==> src/rtl/lcd_pkg.sv <==
// Shared types and constants for the HD44780 character-LCD controller.
// Holds the FSM state encoding, the power-up init table and the slow-command decode.
package lcd_pkg;

    typedef enum logic [2:0] {
        PWRUP,
        INIT_LOAD,
        IDLE,
        SETUP,
        PULSE,
        HOLD,
        EXEC
    } lcd_state_e;

    localparam int INIT_LEN = 5;

    // 8-bit 2-line, 8-bit 2-line, display on, clear, entry mode increment
    localparam logic [7:0] INIT_TABLE [INIT_LEN] = '{8'h38, 8'h38, 8'h0C, 8'h01, 8'h06};

    localparam logic [7:0] CMD_CLEAR = 8'h01;
    localparam logic [7:0] CMD_HOME  = 8'h02;

    // Clear and both home encodings (0x02/0x03) need the long execution wait.
    function automatic logic is_long_cmd(input logic rs, input logic [7:0] data);
        return !rs && ((data == CMD_CLEAR) || (data[7:1] == CMD_HOME[7:1]));
    endfunction

endpackage

==> src/rtl/lcd_timer.sv <==
// Loadable down-counter shared by every timed phase of the LCD controller.
// Stops at zero; o_zero flags the last cycle of the current phase.
module lcd_timer #(
    parameter int                CNT_W     = 24,
    parameter logic [CNT_W-1:0]  RST_VALUE = '0
) (
    input  logic             i_clk,
    input  logic             i_rst,
    input  logic             i_load,
    input  logic [CNT_W-1:0] i_value,
    output logic             o_zero
);

    logic [CNT_W-1:0] cnt_q;

    always_ff @(posedge i_clk) begin
        if (i_rst) begin
            cnt_q <= RST_VALUE;
        end else if (i_load) begin
            cnt_q <= i_value;
        end else if (cnt_q != '0) begin
            cnt_q <= cnt_q - 1'b1;
        end
    end

    assign o_zero = (cnt_q == '0);

endmodule

==> src/rtl/lcd_ctrl.sv <==
// HD44780 controller: runs the power-up init table, then writes one byte per
// valid/ready handshake with setup, enable, hold and execution-wait phases.
module lcd_ctrl
    import lcd_pkg::*;
#(
    parameter int CNT_W   = 24,
    parameter int T_PWRUP = 750000,
    parameter int T_SETUP = 4,
    parameter int T_EN    = 25,
    parameter int T_HOLD  = 4,
    parameter int T_EXEC  = 2500,
    parameter int T_CLEAR = 100000
) (
    input  logic       i_clk,
    input  logic       i_rst,
    input  logic       i_lcd_on,
    input  logic       i_req_vld,
    input  logic       i_req_rs,
    input  logic [7:0] i_req_data,
    output logic       o_req_rdy,
    output logic       o_init_done,
    output logic       o_lcd_on,
    output logic       o_lcd_en,
    output logic       o_lcd_rs,
    output logic       o_lcd_rw,
    output logic [7:0] o_lcd_data
);

    // Each phase loads T-1 so that it lasts exactly T cycles.
    localparam logic [CNT_W-1:0] PWRUP_LD = CNT_W'(T_PWRUP - 1);
    localparam logic [CNT_W-1:0] SETUP_LD = CNT_W'(T_SETUP - 1);
    localparam logic [CNT_W-1:0] EN_LD    = CNT_W'(T_EN - 1);
    localparam logic [CNT_W-1:0] HOLD_LD  = CNT_W'(T_HOLD - 1);
    localparam logic [CNT_W-1:0] EXEC_LD  = CNT_W'(T_EXEC - 1);
    localparam logic [CNT_W-1:0] CLEAR_LD = CNT_W'(T_CLEAR - 1);
    localparam logic [2:0]       INIT_END = 3'(INIT_LEN);

    lcd_state_e       state_q, state_d;
    logic [2:0]       idx_q, idx_d;
    logic             rs_q, rs_d;
    logic [7:0]       data_q, data_d;
    logic             done_q, done_d;
    logic             rdy_q;
    logic             en_q;
    logic             lcd_on_q;
    logic             tmr_load;
    logic [CNT_W-1:0] tmr_value;
    logic             tmr_zero;

    lcd_timer #(
        .CNT_W     (CNT_W),
        .RST_VALUE (PWRUP_LD)
    ) u_timer (
        .i_clk   (i_clk),
        .i_rst   (i_rst),
        .i_load  (tmr_load),
        .i_value (tmr_value),
        .o_zero  (tmr_zero)
    );

    always_comb begin
        state_d   = state_q;
        idx_d     = idx_q;
        rs_d      = rs_q;
        data_d    = data_q;
        done_d    = done_q;
        tmr_load  = 1'b0;
        tmr_value = SETUP_LD;
        unique case (state_q)
            PWRUP: begin
                if (tmr_zero) state_d = INIT_LOAD;
            end
            INIT_LOAD: begin
                rs_d     = 1'b0;
                data_d   = INIT_TABLE[idx_q];
                idx_d    = idx_q + 3'd1;
                state_d  = SETUP;
                tmr_load = 1'b1;
            end
            IDLE: begin
                if (i_req_vld && rdy_q) begin
                    rs_d     = i_req_rs;
                    data_d   = i_req_data;
                    state_d  = SETUP;
                    tmr_load = 1'b1;
                end
            end
            SETUP: begin
                if (tmr_zero) begin
                    state_d   = PULSE;
                    tmr_load  = 1'b1;
                    tmr_value = EN_LD;
                end
            end
            PULSE: begin
                if (tmr_zero) begin
                    state_d   = HOLD;
                    tmr_load  = 1'b1;
                    tmr_value = HOLD_LD;
                end
            end
            HOLD: begin
                if (tmr_zero) begin
                    state_d   = EXEC;
                    tmr_load  = 1'b1;
                    tmr_value = is_long_cmd(rs_q, data_q) ? CLEAR_LD : EXEC_LD;
                end
            end
            EXEC: begin
                if (tmr_zero) begin
                    if (!done_q && (idx_q != INIT_END)) begin
                        state_d = INIT_LOAD;
                    end else begin
                        state_d = IDLE;
                        done_d  = 1'b1;
                    end
                end
            end
            default: state_d = PWRUP;
        endcase
    end

    // Strobes are registered from the next state so they align with the state itself.
    always_ff @(posedge i_clk) begin
        if (i_rst) begin
            state_q  <= PWRUP;
            idx_q    <= 3'd0;
            rs_q     <= 1'b0;
            data_q   <= 8'h00;
            done_q   <= 1'b0;
            rdy_q    <= 1'b0;
            en_q     <= 1'b0;
            lcd_on_q <= 1'b0;
        end else begin
            state_q  <= state_d;
            idx_q    <= idx_d;
            rs_q     <= rs_d;
            data_q   <= data_d;
            done_q   <= done_d;
            rdy_q    <= (state_d == IDLE);
            en_q     <= (state_d == PULSE);
            lcd_on_q <= i_lcd_on;
        end
    end

    assign o_req_rdy   = rdy_q;
    assign o_init_done = done_q;
    assign o_lcd_on    = lcd_on_q;
    assign o_lcd_en    = en_q;
    assign o_lcd_rs    = rs_q;
    assign o_lcd_rw    = 1'b0;
    assign o_lcd_data  = data_q;

endmodule
==> config.mk <==
export PLATFORM = sky130hd
export DESIGN_NAME = lcd_ctrl
export DESIGN_NICKNAME = d
export VERILOG_FILES = /design/src/rtl/lcd_pkg.sv /design/src/rtl/lcd_timer.sv /design/src/rtl/lcd_ctrl.sv
export SDC_FILE = /design/constraint.sdc
export NUM_CORES = 1
export LEC_CHECK = 0
export CELL_PAD_IN_SITES_DETAIL_PLACEMENT = 1
export CELL_PAD_IN_SITES_GLOBAL_PLACEMENT = 2
export CORE_ASPECT_RATIO = 0.6
export CORE_MARGIN = 4
export CORE_UTILIZATION = 33
export DETAILED_ROUTE_END_ITERATION = 10
export GPL_TIMING_DRIVEN = 0
export PLACE_DENSITY = 0.86
export SLEW_MARGIN = 20
export SYNTH_ARGS = -nofsm -noshare
export SYNTH_HDL_FRONTEND = slang
export SYNTH_SLANG_ARGS = --single-unit
==> constraint.sdc <==
create_clock -name i_clk -period 2.5 [get_ports i_clk]
set_clock_uncertainty 0.15 [all_clocks]
set_input_delay 0.5 -clock i_clk [delete_from_list [all_inputs] [get_ports i_clk]]
set_output_delay 0.5 -clock i_clk [all_outputs]
set_load 0.02 [all_outputs]
==> results of run 1 <==
==> worst paths after layout <==
path	slack, ns	end
worst max-delay path	0.05	u_timer.cnt_q[22]$_SDFFE_PP0P_
worst min-delay path	0.32	o_lcd_data[7]$_SDFFE_PP0P_
worst max register to register	0.05	u_timer.cnt_q[22]$_SDFFE_PP0P_
worst min register to register	0.32	o_lcd_data[7]$_SDFFE_PP0P_
==> routing by layer <==
metal | GRT usage | vias to the layer above | share of wire
met5 | 0 | - | 0
met4 | 0.04891 | 0 | 0.010
met3 | 0.04805 | 8 | 0.050
met2 | 0.2503 | 45 | 0.39
met1 | 0.3089 | 1081 | 0.55
li1 | - | 1091 | -
==> final cells by class <==
cell class | count | area [um2] | area share
flip-flops and latches | 43 | 864.6 | 0.2895
clock inverters | 3 | 15.01 | 0.005027
multi-input cells | 212 | 1419 | 0.4751
well taps | 87 | 108.9 | 0.03645
plain buffers | 16 | 95.09 | 0.03184
inverters | 7 | 26.28 | 0.008798
repair buffers | 36 | 332.8 | 0.1114
clock buffers | 5 | 125.1 | 0.04189
==> power groups by stage <==
stage / logic [mW] / registers, mW / clock network, mW
floorplan: 0.0315 / 0.711 / 0
global placement: 0.0674 / 0.711 / 0
detailed placement: 0.0676 / 0.711 / 0
CTS: 0.0682 / 0.695 / 0.665
global route: 0.0759 / 0.695 / 0.699
finish: 0.0685 / 0.695 / 0.650
==> per-stage QoR <==
step / setup TNS [ns] / power [mW] / instance area (um2) / hold slack (ns) / cells
6_report: 0 / 1.413 / 2987 / 0.3217 / 409
3_3_place_gp: -3.129 / 0.7781 / 2683 / 0.3119 / 390
4_1_cts: 0 / 1.429 / 2874 / 0.3244 / 403
2_1_floorplan: 0 / 0.7422 / 2323 / 0.3095 / 278
3_5_place_dp: -4.461 / 0.7785 / 2683 / 0.3152 / 390
5_1_grt: -0.02047 / 1.470 / 2987 / 0.3605 / 409
==> critical path: stages (launching register included) <==
cell and delay, ns:
dfxtp_4 0.36, or4_1 0.53, buf_6 0.15, or3_1 0.35, buf_6 0.16, nor2_4 0.16
a221o_2 0.23, buf_8 0.15, nor3_1 0.06
==> cells in the mapped netlist, types with 2 or more instances <==
| master | number | area (um2) |
|---|---|---|
| nor4_1 | 6 | 37.54 |
| clkbuf_1 | 8 | 30.03 |
| or3_1 | 6 | 37.54 |
| and2_1 | 2 | 12.51 |
| a2111oi_0 | 2 | 17.52 |
| nor2_1 | 29 | 108.9 |
| buf_6 | 2 | 22.52 |
| nand4b_1 | 2 | 17.52 |
| a21o_1 | 3 | 22.52 |
| a31oi_1 | 2 | 12.51 |
| a211oi_1 | 12 | 90.09 |
| o211ai_1 | 4 | 30.03 |
| nand2b_1 | 5 | 31.28 |
| nor2b_1 | 3 | 18.77 |
| nand2_1 | 20 | 75.07 |
| nand3b_1 | 2 | 15.01 |
| xor2_1 | 6 | 52.55 |
| nor4_4 | 2 | 42.54 |
| nand4_1 | 6 | 37.54 |
| mux2i_1 | 2 | 20.02 |
| buf_2 | 3 | 15.01 |
| xnor2_1 | 11 | 96.34 |
| buf_1 | 2 | 7.510 |
| dfxtp_1 | 43 | 860.8 |
| inv_1 | 7 | 26.28 |
| nor3_1 | 17 | 85.08 |
| ha_1 | 7 | 87.58 |
| o21ai_0 | 10 | 50.05 |
| o21bai_1 | 8 | 60.06 |
| a21oi_1 | 16 | 80.08 |
| nand3_1 | 9 | 45.04 |
==> cells by family (layout without fill, tap and decap cells) <==
kind of cell | after synthesis | after routing | synth area share
compound gates | 67 | 67 | 0.1939
xor+xnor | 17 | 17 | 0.06408
fa+ha+maj | 7 | 7 | 0.03769
buf+inv | 23 | 67 | 0.04685
flops | 43 | 43 | 0.3705
mux | 2 | 2 | 0.008616
other cells | 1 | 1 | 0.001614
simple gates | 118 | 118 | 0.2768
==> state kept, by name, indices dropped and copies added, names as in the netlist <==
signal,cells
u_timer.cnt_q,24
idx_q,3
o_lcd_on,1
o_lcd_data,8
o_lcd_en,1
o_init_done,1
o_req_rdy,1
state_q,3
o_lcd_rs,1
==> what timing repair did <==
action	4_1_cts	5_1_grt
setup endpoints to repair	34	32
buffers inserted	5	6
pin swaps	2	5
resized for setup	2	18
hold buffers	0	0
==> impl_metrics.ini, run 1 <==
[cells_and_area]
utilization = 0.4416
drive_gt1_frac = 0.1273
nFillCells = 823
most-common-layout-cells = 42 x dfxtp_1, 29 x nor2_1, 25 x clkdlybuf4s50_1
syn2layout_area_growth_pct = 28.54
antenna_cells = 0
final_common_cell = dfxtp_1
nNetsFinal = 341

[power]
net-switching-power_mw = 0.3263
swShare = 0.2310
p_int_mw = 1.087
powerDensity_nw_per_um2 = 473.1
clockPowerShare = 0.460
total_leakage_power_nw = 1.013
ir_drop_mv = 0.3539
combPwrFrac = 0.048
p_seq_frac = 0.492

[synth]
yosysWarnings = 0
synth_area_um2 = 2323
synth_fp_nets = 298
ys_ff_latch = 43
synth.avg_cell_area_um2 = 8.358
synthCells = 278
yosysSeqAreaShare = 0.3705
synth_edf_count = 0
synth.distinct_cells = 52
async_flop_share = 0
synth_ff_type = dfxtp_1

[critical_path]
critPathKind = reg -> reg
ff2ff_path_depth = 8
cp.required_ns = 2.50
cp-start-kind = register
worst_ep_arrival_time_ns = 2.45
r2r_start = u_timer.cnt_q[16]$_SDFFE_PP1P_
crit_fanout = 10
end_kind = register
crit_start = u_timer.cnt_q[16]$_SDFFE_PP1P_

[sta]
fin_crit_ns = 2.446
max_clock_freq_mhz = 408.8
slew-limit-headroom = 0.5351
final-max-slew-violation-count = 0
setup_violations = 0
hold_viol = 0
fin_crit_sh = 0.9785
worstMarginPinSlew_ns = 0.6974
setup_ws_ns = 0.05369

[route]
first_pass_iters = 4
drt_iter0_markers = 116
drc_errors = 0
wire_per_inst_um = 18.50
via_count = 2225
routed_wl_mm = 7.567
vias_per_cell = 5.440
ant_nets = 0

[min_path]
hp-start = o_lcd_data[7]$_SDFFE_PP0P_
holdPathStages = 2
hp-class = reg -> reg

[clocking]
cts_buffers = 5
clk_pin_slew_ns = 0.06
htreeDepth = 2
clkLatencyLatePin_ns = 0.29
cts_root_buf = clkbuf_16
cts_tree = yes
clk_path_buf_depth = 2
clock-sinks = 43

[global_routing]
grt_antenna_before_repair = 0
gr-usage-all-layers = 0.1931
grt_max_degree = 14
grt_pass1_vias = 2230
grt_pass1_wl_mm = 12.43
overflow = 0

[placement]
port_buffers = 25
place_hpwl_mm = 5.450
place_congestion = 0.8439
pre_cts_ws_ns = -0.2291

[floorplanning]
die_w_um = 116.3
core_area_um2 = 6763
die_height_um = 73.00
start_util = 0.3436
rows = 23
dieArea_um2 = 8491
ios = 27

[run]
drv_cap = 0

[run_status]
status = complete, no violations
(Power assumes the default switching activity.)
==> run 2: changes to the inputs <==
Settings changed: CTS_CLUSTER_SIZE set to 8, GPL_ROUTABILITY_DRIVEN set to 0.
==> results of run 2 <==
Same layout as run 1: the final DEF is identical, and so are final timing and power.
==> run 3: changes to the inputs <==
Settings changed: CORE_UTILIZATION 33 to 28, PLACE_DENSITY 0.86 to 0.76.
==> run 3 against run 2 <==
  * Sequential power barely moved
  * Cell count increased by 6.4%
  * Critical path depth unchanged
  * Combinational power increased by 2%
  * Critical path type unchanged
  * Worst setup slack worse by 0.028 ns
  * Via count up 0.63%
  * Power grew 0.47%
==> impl_metrics.ini, run 3 (synthesis gave the netlist of run 1 again) <==
[route]
first_pass_iters = 4
drt_iter0_markers = 145
via_count = 2239
routed_wl_mm = 7.883
wire_per_inst_um = 18.12
vias_per_cell = 5.147
ant_nets = 0
drc_errors = 0

[clocking]
clkLatencyLatePin_ns = 0.29
hold_buffers = 0
clk_path_buf_depth = 2
htreeDepth = 2
clk_pin_slew_ns = 0.07
cts_root_buf = clkbuf_16
cts_tree = yes
clock-sinks = 43
cts_buffers = 5

[sta]
worstMarginPinSlew_ns = 0.6783
final-max-slew-violation-count = 0
timing.hold.ws_ns = 0.3312
setup_violations = 0
slew-limit-headroom = 0.5461
fin_crit_sh = 0.9898
max_clock_freq_mhz = 404.1
fin_crit_ns = 2.474
setup_ws_ns = 0.02552
hold_viol = 0

[floorplanning]
dieArea_um2 = 9867
start_util = 0.2913
die_w_um = 125.6
ios = 27
die_height_um = 78.56
core_area_um2 = 7976
rows = 25

[critical_path]
end_kind = register
cp.required_ns = 2.51
cpPeakStageDelay_ns = 0.53
cp-start-kind = register
crit_chain = or4_1 -> buf_6 -> or3_4 -> buf_6 -> nor2_4 -> a221o_2 -> buf_4 -> o211ai_1
timing.critical_path.buf_inv = 3
crit_fanout = 6
crit_slowest_cell = or4_1
cpMostUsedCell = buf_6
worst_ep_arrival_time_ns = 2.48
path_delay_family = simple AND/OR/NAND/NOR gates
critPathKind = reg -> reg

[power]
finalPower_mw = 1.420
p_seq_frac = 0.489
p_int_mw = 1.087
swShare = 0.2343
clockPowerShare = 0.462
combPwrFrac = 0.049
powerDensity_nw_per_um2 = 466.7
total_leakage_power_nw = 1.041
net-switching-power_mw = 0.3326
ir_drop_mv = 0.2788

[placement]
pre_cts_ws_ns = -0.2877
port_buffers = 25
place_hpwl_mm = 5.620

[cells_and_area]
largest_reg_flops = 24
max_flop_register = u_timer.cnt_q
final_common_cell = dfxtp_1
multi_input_area_um2 = 1411
nFillCells = 943
most-common-layout-cells = 42 x dfxtp_1, 29 x nor2_1, 25 x clkdlybuf4s50_1
nNetsFinal = 346
antenna_cells = 0
drive_gt1_frac = 0.1468
syn2layout_area_growth_pct = 30.91
regArea_um2 = 864.6

[run]
drv_cap = 0

[global_routing]
grt_pass1_vias = 2206
gr-usage-all-layers = 0.1612
grt_pass1_wl_mm = 12.54
grt_max_degree = 14
grt_antenna_before_repair = 0
overflow = 0

[run_status]
status = complete, no violations

[min_path]
hp-class = reg -> reg
## run 3: worst paths after layout
kind / startpoint / end / cells after the start / slack, ns
max reg2reg: u_timer.cnt_q[16]$_SDFFE_PP1P_ / u_timer.cnt_q[16]$_SDFFE_PP1P_ / 8 / 0.03
min: o_lcd_rs$_SDFFE_PP0P_ / o_lcd_rs$_SDFFE_PP0P_ / 2 / 0.33
max: u_timer.cnt_q[16]$_SDFFE_PP1P_ / u_timer.cnt_q[16]$_SDFFE_PP1P_ / 8 / 0.03
min reg2reg: o_lcd_rs$_SDFFE_PP0P_ / o_lcd_rs$_SDFFE_PP0P_ / 2 / 0.33
## run 3: what timing repair did
item / 4_1_cts / 5_1_grt
resized for setup: 5 / 17
pin swaps: 4 / 6
hold endpoints to repair: 0 / 0
gates cloned: 0 / 1
endpoints found under the setup margin: 36 / 31
setup buffers: 6 / 9
## run 3: layout make-up
cell class / instances / area share
Multi-Input combinational cell: 212 / 0.4640
Inverter: 7 / 0.008638
Buffer: 16 / 0.03167
Tap cell: 108 / 0.04443
Sequential cell: 43 / 0.2842
Timing Repair Buffer: 41 / 0.1209
Clock buffer: 5 / 0.04114
Clock inverter: 3 / 0.004936
## run 3: through the flow
stage,instance area (um2),cells,utilization,TNS (ns)
final,3042,435,0.3813,0
after global routing,3042,435,0.3813,-0.01729
after CTS,2924,425,0.3666,0
after detailed placement,2709,411,0.3396,-5.794
after global placement,2709,411,0.3396,-5.480
after floorplan,2323,278,-,0
## run 3: worst register-to-register path, delay by kind of cell, from the launching register on
family                 cells  cell delay [ns]
flip-flops                 1             0.36
buffers and inverters      3             0.43
AND/OR/NAND/NOR            3             1.07
AO/OA/AOI/OAI              2             0.33
## run 3: routing by layer
layer  vias to the layer above  wire length, um  GRT usage
met2                        49             3044     0.2170
li1                       1096                -          -
met4                         0               76    0.03680
met5                         -                0          0
met1                      1088             4263     0.2525
met3                         6              499    0.03739
## run 3: power groups by stage
stage                     registers, mW  logic [mW]  clock network, mW
after floorplan                   0.711      0.0315                  0
after global placement            0.711      0.0690                  0
after detailed placement          0.711      0.0689                  0
after CTS                         0.695      0.0698              0.666
after global routing              0.695      0.0769              0.701
final                             0.694      0.0701              0.655
